===== config.mk =====
export PLATFORM = sky130hd
export DESIGN_NAME = gpio_arbiter
export DESIGN_NICKNAME = d
export VERILOG_FILES = /design/src/rtl/gpio_arb_pkg.sv /design/src/rtl/gpio_rr_pick.sv /design/src/rtl/gpio_arbiter.sv
export SDC_FILE = /design/constraint.sdc
export NUM_CORES = 1
export LEC_CHECK = 0
export BUFFER_PORTS_ARGS = -buffer_cell sky130_fd_sc_hd__buf_2
export CORE_AREA = 8 8 138 140
export CTS_BUF_LIST = sky130_fd_sc_hd__clkbuf_16
export CTS_CLUSTER_DIAMETER = 50
export DETAILED_ROUTE_END_ITERATION = 12
export DIE_AREA = 0 0 146 148
export PLACE_DENSITY = 0.86
export SLEW_MARGIN = 15
export SYNTH_ARGS = -nofsm -noshare
export SYNTH_HDL_FRONTEND = slang
export SYNTH_SLANG_ARGS = --single-unit

===== constraint.sdc =====
create_clock -name clk -period 7.36 [get_ports clk]
set_input_delay 0.368 -clock clk [delete_from_list [all_inputs] [get_ports clk]]
set_output_delay 0.368 -clock clk [all_outputs]
set_load 0.005 [all_outputs]

===== src/rtl/gpio_arb_pkg.sv =====
// Shared types and the read-modify-write helper for the gpio register arbiter.
// The helper is bitwise so it serves any register width.
package gpio_arb_pkg;

   typedef enum logic [1:0] {
      OP_WRITE  = 2'b00,
      OP_SET    = 2'b01,
      OP_CLEAR  = 2'b10,
      OP_TOGGLE = 2'b11
   } op_e;

   typedef enum logic [1:0] {
      ST_IDLE = 2'b00,
      ST_EXEC = 2'b01,
      ST_ACK  = 2'b10
   } state_e;

   function automatic logic gpio_rmw(input logic old, input op_e op,
                                     input logic mask, input logic data);
      logic res;
      unique case (op)
         OP_WRITE:  res = (old & ~mask) | (data & mask);
         OP_SET:    res = old | mask;
         OP_CLEAR:  res = old & ~mask;
         OP_TOGGLE: res = old ^ mask;
         default:   res = old;
      endcase
      return res;
   endfunction

endpackage


===== src/rtl/gpio_rr_pick.sv =====
// Combinational round-robin picker: first set request scanning from rr_ptr upward.
module gpio_rr_pick #(
   parameter int NUM_REQ = 4,
   parameter int IDX_W   = $clog2(NUM_REQ)
) (
   input  logic [NUM_REQ-1:0] req,
   input  logic [IDX_W-1:0]   rr_ptr,
   output logic [NUM_REQ-1:0] grant,
   output logic [IDX_W-1:0]   grant_idx,
   output logic               valid
);

   logic [IDX_W-1:0] idx;

   always_comb begin
      grant     = '0;
      grant_idx = '0;
      valid     = 1'b0;
      idx       = '0;
      for (int k = 0; k < NUM_REQ; k++) begin
         idx = IDX_W'((int'(rr_ptr) + k) % NUM_REQ);
         if (!valid && req[idx]) begin
            valid      = 1'b1;
            grant[idx] = 1'b1;
            grant_idx  = idx;
         end
      end
   end

endmodule


===== src/rtl/gpio_arbiter.sv =====
// Round-robin arbiter running one masked read-modify-write on the gpio block per grant.
// Define GPIO_ARB_LOCK_EN to add the per-requester lock input (sticky ownership).
module gpio_arbiter
   import gpio_arb_pkg::*;
#(
   parameter int NUM_REQ = 4,
   parameter int DATA_W  = 32
) (
   input  logic                      clk,
   input  logic                      reset,
   input  logic [NUM_REQ-1:0]        req,
   input  logic [2*NUM_REQ-1:0]      op,
   input  logic [NUM_REQ*DATA_W-1:0] mask,
   input  logic [NUM_REQ*DATA_W-1:0] data,
   output logic [NUM_REQ-1:0]        ack,
   output logic [DATA_W-1:0]         rsp_data,
   output logic                      busy,
   output logic                      gpio_we,
   output logic [DATA_W-1:0]         gpio_wdata,
   input  logic [DATA_W-1:0]         gpio_rdata
`ifdef GPIO_ARB_LOCK_EN
   ,
   input  logic [NUM_REQ-1:0]        lock
`endif
);

   localparam int IDX_W = $clog2(NUM_REQ);

   state_e             state;
   logic [IDX_W-1:0]   rr_ptr;
   logic [IDX_W-1:0]   grant_idx_q;
   logic [NUM_REQ-1:0] grant_oh_q;
   logic [NUM_REQ-1:0] ack_q;

   op_e                op_q;
   logic [DATA_W-1:0]  mask_q;
   logic [DATA_W-1:0]  data_q;

   op_e                op_arr   [NUM_REQ];
   logic [DATA_W-1:0]  mask_arr [NUM_REQ];
   logic [DATA_W-1:0]  data_arr [NUM_REQ];

   logic [NUM_REQ-1:0] pick_req;
   logic [NUM_REQ-1:0] pick_grant;
   logic [IDX_W-1:0]   pick_idx;
   logic               pick_vld;

   for (genvar i = 0; i < NUM_REQ; i++) begin : g_split
      assign op_arr[i]   = op_e'(op[2*i +: 2]);
      assign mask_arr[i] = mask[DATA_W*i +: DATA_W];
      assign data_arr[i] = data[DATA_W*i +: DATA_W];
   end

`ifdef GPIO_ARB_LOCK_EN
   logic             lock_vld;
   logic [IDX_W-1:0] lock_owner;

   // A live lock narrows eligibility to the owner; an idle owner lets round-robin resume now.
   always_comb begin
      pick_req = req;
      if (lock_vld && req[lock_owner]) begin
         pick_req             = '0;
         pick_req[lock_owner] = 1'b1;
      end
   end
`else
   assign pick_req = req;
`endif

   gpio_rr_pick #(
      .NUM_REQ (NUM_REQ),
      .IDX_W   (IDX_W)
   ) u_pick (
      .req       (pick_req),
      .rr_ptr    (rr_ptr),
      .grant     (pick_grant),
      .grant_idx (pick_idx),
      .valid     (pick_vld)
   );

   always_ff @(posedge clk) begin
      if (reset) begin
         state       <= ST_IDLE;
         rr_ptr      <= '0;
         grant_idx_q <= '0;
         grant_oh_q  <= '0;
         ack_q       <= '0;
`ifdef GPIO_ARB_LOCK_EN
         lock_vld    <= 1'b0;
         lock_owner  <= '0;
`endif
      end else begin
         ack_q <= '0;
         unique case (state)
            ST_IDLE: begin
`ifdef GPIO_ARB_LOCK_EN
               if (lock_vld && !req[lock_owner])
                  lock_vld <= 1'b0;
`endif
               if (pick_vld) begin
                  state       <= ST_EXEC;
                  grant_idx_q <= pick_idx;
                  grant_oh_q  <= pick_grant;
               end
            end
            ST_EXEC: begin
               state <= ST_ACK;
               ack_q <= grant_oh_q;
            end
            ST_ACK: begin
               state  <= ST_IDLE;
               rr_ptr <= (grant_idx_q == IDX_W'(NUM_REQ - 1)) ? '0 : grant_idx_q + 1'b1;
`ifdef GPIO_ARB_LOCK_EN
               lock_vld   <= lock[grant_idx_q];
               lock_owner <= grant_idx_q;
`endif
            end
            default: state <= ST_IDLE;
         endcase
      end
   end

   // Command capture: inputs are frozen at grant time, so later changes cannot disturb the op.
   always_ff @(posedge clk) begin
      if (state == ST_IDLE && pick_vld) begin
         op_q   <= op_arr[pick_idx];
         mask_q <= mask_arr[pick_idx];
         data_q <= data_arr[pick_idx];
      end
   end

   assign gpio_we = (state == ST_EXEC);
   assign busy    = (state != ST_IDLE);
   assign ack     = ack_q;

   always_comb begin
      gpio_wdata = '0;
      if (gpio_we) begin
         for (int b = 0; b < DATA_W; b++)
            gpio_wdata[b] = gpio_rmw(gpio_rdata[b], op_q, mask_q[b], data_q[b]);
      end
   end

   // The gpio block has already absorbed the write, so its readback is the post-op value.
   assign rsp_data = (ack_q != '0) ? gpio_rdata : '0;

endmodule


==> results.json, run 1 <==
{
  "cts_buffers": 9,
  "via_per_inst": 5.51,
  "fin_util_pct": 54.8,
  "power_density_nw_per_um2": 186,
  "fin_worst_skew_ns": 0.00654,
  "placed_cells": 1170,
  "die_w_microns": 146,
  "grt_usage_pct": 23.5,
  "setup_ws_ns": 2.95,
  "cts-root-buf": "clkbuf_16",
  "combPwrFrac_pct": 35.5,
  "drt_pass1_iterations": 5,
  "grt_pass1_wl_microns": 39200,
  "final_nets": 1329,
  "layout-drive-gt1-share_pct": 48.7,
  "place_area_sq_um": 8950,
  "hp-start": "reset",
  "seqPwrFrac_pct": 36.3,
  "grt_pass1_vias": 6989,
  "power_switching_mw": 0.560,
  "route.detailed.drc": 0,
  "layout_commonest_cell": "buf_2",
  "period_needed_ns": 4.41,
  "peakVddDrop_mv": 0.115,
  "pwr-share-clk_pct": 28.2,
  "endpoint_kind": "flip-flop",
  "power.internal_mw": 1.17,
  "cts_tree": "yes",
  "worst_hold_path_type": "primary input to flip-flop",
  "synth_area_sq_um": 6980,
  "finalNonFillerCells": 1187,
  "die_h_microns": 148,
  "min_period_over_period_pct": 59.9,
  "die_area_sq_um": 21600,
  "area_delta_synth_final_pct": 33.1,
  "status": "complete, no violations",
  "clk_latency_ns": 0.34,
  "dp_hpwl_microns": 20300,
  "finalInstanceArea_sq_um": 9290,
  "postCtsResizedCells": 0,
  "io_pins": 372,
  "ant_nets": 0,
  "hold_path_end": "state[0]",
  "reg2reg_depth": 7,
  "maxCapViolCount": 0,
  "syn_inst": 611,
  "worstReg2RegStart": "rr_ptr[0]",
  "r2r_end": "data_q[14]",
  "io_buffers": 371,
  "yosysSeqAreaShare_pct": 32.4,
  "path_max_fanout": 36,
  "start_kind": "flip-flop",
  "synth_edf_count": 66,
  "cellLeakagePower_nw": 4.73,
  "final_cell_mix": "buf_2 (371), inv_1 (94), ha_1 (71), mux4_2 (67), edfxtp_1 (66)",
  "overflow": 0,
  "yosysWarnings": 0,
  "worst_pin_slew_ns": 1.17,
  "cts_setup_buffers": 0,
  "clk_pin_slew_ns": 0.06,
  "required_ns": 7.43,
  "worstPathArrival_ns": 4.48,
  "clock-sinks": 80,
  "hold_viol_final": 0,
  "clockBufferDepth": 2,
  "place_ws_ns": 2.94,
  "total_power_mw": 1.73,
  "synth.avg_cell_area_sq_um": 11.4,
  "fmax_ghz": 0.227,
  "synthArstFlopShare_pct": 0,
  "hold_buffers": 0,
  "placement_rows": 48,
  "antenna_found_initial": 2,
  "hold_ws_ns": 0.333,
  "p_sw_share_pct": 32.4,
  "slew_violations": 0,
  "yosysUniqueCellTypes": 40,
  "ys_ff_latch": 80,
  "synth_nets": 984,
  "vias": 6535,
  "start_util_pct": 41.2,
  "grt_max_degree": 68,
  "post_drt_wl_per_cell_microns": 22.0,
  "r2r_slack_ns": 2.95,
  "finalSetupTns_ns": 0,
  "drtIter0Drc": 578,
  "critPathKind": "flip-flop to flip-flop",
  "rsz0062_at_grt": "no",
  "cts_max_level": 3,
  "slew_headroom_pct": 22.1,
  "synthFlopType": "edfxtp_1",
  "worstHoldPathCells": 2,
  "setup_violations": 0,
  "n_fill_cell": 1508,
  "gp_congestion": 0.858,
  "drt-total-wl_microns": 26100,
  "coreArea_sq_um": 16900
}
per-layer routing:
metal  GRT usage [%]  vias up  share of wire [%]
met2            41.9      354                 52
met5               0        -                  0
met1            27.0     3184                 37
li1                -     2964                  -
met4            8.19        0                2.1
met3            5.75       33                8.2
critical path, cell delays in order, from the launching register on:
cell and delay [ns]:
dfxtp_1 0.73, inv_1 0.26, ha_1 0.58, mux2_2 0.38
o32ai_1 0.28, a211o_4 0.55, buf_4 0.67, mux4_2 0.62
layout make-up:
cell class / instances / area (sq um) / share of cell area [%]
Clock inverter: 4 / 30.0 / 0.323
Sequential cell: 80 / 2260 / 24.4
Inverter: 95 / 358 / 3.85
Tap cell: 225 / 282 / 3.03
Timing Repair Buffer: 377 / 1900 / 20.5
Clock buffer: 12 / 300 / 3.23
Antenna cell: 1 / 2.50 / 0.0269
Multi-Input combinational cell: 393 / 4150 / 44.7
logic make-up after synthesis:
group / count (synthesis) / share of synthesized area (%)
AOI/OAI and AO/OA: 102 / 9.99
adders and majority gates: 71 / 12.7
buffers and inverters: 138 / 8.57
DFF: 80 / 32.4
muxes: 132 / 31.0
and+or+nand+nor: 88 / 5.34
worst max path at each step:
stage                     startpoint          to  slack [ns]  cells past startpoint
after floorplan            rr_ptr[1]  data_q[10]        4.45                     10
after global placement     rr_ptr[0]  mask_q[19]        3.09                      7
after detailed placement   rr_ptr[0]  data_q[14]        2.94                      7
after CTS                  rr_ptr[0]  data_q[14]        2.94                      7
after global routing       rr_ptr[0]  data_q[14]        2.58                      7
final                      rr_ptr[0]  data_q[14]        2.95                      7
Yosys cell counts (all sizes together), types with 5 or more instances:
cell type   n  area [sq um]
ha         71           888
dfxtp      14           280
mux2i      64           641
edfxtp     66          1980
nand2      11          41.3
clkbuf     21          78.8
o21ai      33           165
a221oi     28           245
buf        22           163
nor2       60           225
and2        5          31.3
mux4       67          1510
a21oi      15          75.1
inv        95           357
a211oi      9          67.6
power groups by stage:
stage,clock network (mW),registers (mW),logic [mW]
floorplan,0,0.620,0.393
global placement,0,0.637,0.578
detailed placement,0,0.638,0.611
CTS,0.496,0.629,0.615
global route,0.509,0.635,0.673
finish,0.487,0.628,0.613
sequential cells by signal (all words and copies together), names as in the netlist:
name,flops
grant_idx_q,2
grant_oh_q,4
op_q,2
state,2
mask_q,32
data_q,32
ack,4
rr_ptr,2
Note: power is estimated with default switching activity, not from simulation.
==> inputs of run 2 (changes only) <==
==> constraint.sdc (replaced) <==
create_clock -name clk -period 4.23 [get_ports clk]
set_input_delay 0.2115 -clock clk [delete_from_list [all_inputs] [get_ports clk]]
set_output_delay 0.2115 -clock clk [all_outputs]
set_load 0.005 [all_outputs]
==> results.json, run 2 (synthesis gave the netlist of run 1 again) <==
{
  "cts_tree": "yes",
  "gp_congestion": 0.899,
  "drtIter0Drc": 493,
  "clk_latency_ns": 0.35,
  "clock-sinks": 80,
  "clk_pin_slew_ns": 0.07,
  "crit_chain": "inv_1, ha_1, mux4_2, o211ai_2, o211ai_1, a32o_4, mux4_2",
  "slew_violations": 0,
  "worst_pin_slew_ns": 1.13,
  "peakVddDrop_mv": 0.198,
  "critPathKind": "flip-flop to flip-flop",
  "layout-drive-gt1-share_pct": 48.9,
  "endpoint_kind": "flip-flop",
  "grt_pass1_wl_microns": 39400,
  "hold_buffers": 0,
  "slew_headroom_pct": 24.4,
  "coreArea_sq_um": 16900,
  "ant_nets": 0,
  "setup_violations": 0,
  "route.detailed.drc": 0,
  "placement_rows": 48,
  "status": "complete, no violations",
  "hold_viol_final": 0,
  "drt-total-wl_microns": 26400,
  "worst_path_largest_cell_delay_ns": 0.87,
  "grt_usage_pct": 23.6,
  "period_needed_ns": 3.76,
  "cellLeakagePower_nw": 4.74,
  "via_per_inst": 5.57,
  "finalSetupTns_ns": 0,
  "antenna_found_initial": 2,
  "die_area_sq_um": 21600,
  "area_delta_synth_final_pct": 33.4,
  "layout_commonest_cell": "buf_2",
  "die_w_microns": 146,
  "io_pins": 372,
  "start_util_pct": 41.2,
  "worst_hold_path_type": "primary input to flip-flop",
  "rsz0062_at_grt": "no",
  "cts-root-buf": "clkbuf_16",
  "cts_setup_buffers": 0,
  "clockBufferDepth": 2,
  "path_max_fanout": 67,
  "overflow": 0,
  "worstPathArrival_ns": 3.84,
  "fin_worst_skew_ns": 0.00789,
  "dp_hpwl_microns": 20900,
  "final_cell_mix": "buf_2 (371), inv_1 (93), ha_1 (71), mux4_2 (67), edfxtp_1 (66)",
  "path_common_cell": "mux4_2",
  "grt_pass1_vias": 7235,
  "total_power_mw": 2.99,
  "post_drt_wl_per_cell_microns": 22.2,
  "die_h_microns": 148,
  "final_nets": 1331,
  "required_ns": 4.31,
  "fmax_ghz": 0.266,
  "start_kind": "flip-flop",
  "cts_buffers": 9,
  "cts_max_level": 3,
  "min_period_over_period_pct": 88.8,
  "fin_util_pct": 55.0,
  "crit_slowest_cell": "a32o_4",
  "reg.largest.list": "data_q (32), mask_q (32)",
  "maxCapViolCount": 0,
  "drt_pass1_iterations": 7,
  "vias": 6628,
  "io_buffers": 371,
  "power_density_nw_per_um2": 321,
  "grt_max_degree": 68,
  "postCtsResizedCells": 0
}
## run 2: changes by cell type in the layout (fill, tap and decap cells not counted), sizes merged
cell,delta
buf,+2
clkbuf,-1
clkinv,+1
## run 2: layout make-up
cell class,instances,area [sq um]
fill,1438,7630
multi-input combinational,393,4150
sequential,80,2260
timing repair buffer,379,1940
inverter,95,358
tap,225,282
clock buffer,11,275
clock inverter,5,35.0
antenna,1,2.50
## run 2: per-stage QoR
step	std cells	setup slack [ns]	hold WS, ns	cell area (sq um)
CTS	1188	0.493	0.155	9310
detailed placement	1172	0.524	0.453	8990
global route	1189	0.256	0.186	9310
finish	1189	0.473	0.171	9310
global placement	1172	0.684	0.436	8990
floorplan	611	1.32	0.431	6980
## run 2: worst paths after layout
check / start / slack (ns) / to / depth (start not counted)
worst max-delay path: rr_ptr[0] / 0.47 / data_q[11] / 7
worst min-delay path: reset / 0.17 / grant_oh_q[2] / 2
worst max register to register: rr_ptr[0] / 0.47 / data_q[11] / 7
worst min register to register: grant_oh_q[1] / 0.47 / ack[1] / 1
## run 2: per-layer routing
metal  global-route usage [%]  vias up  part of all wire (%)
li1                         -     2963                     -
met1                     24.5     3196                    34
met2                     42.5      401                    53
met3                     7.52       66                   9.5
met4                     11.7        2                   3.6
met5                        0        -                 0.045
## run 2: critical path: cells and delay by family, from the launching register on
kind | cells | cell delay [ns]
flip-flops | 1 | 0.70
multiplexers | 2 | 0.90
adder cells (fa/ha/maj) | 1 | 0.49
buffers and inverters | 1 | 0.26
AO/OA/AOI/OAI | 3 | 1.11
## run 2: power by group
part | switching [mW] | internal [mW] | leakage, nW
clock network | 0.347 | 0.471 | 0.156
logic | 0.558 | 0.516 | 3.82
registers | 0.0758 | 1.02 | 0.769
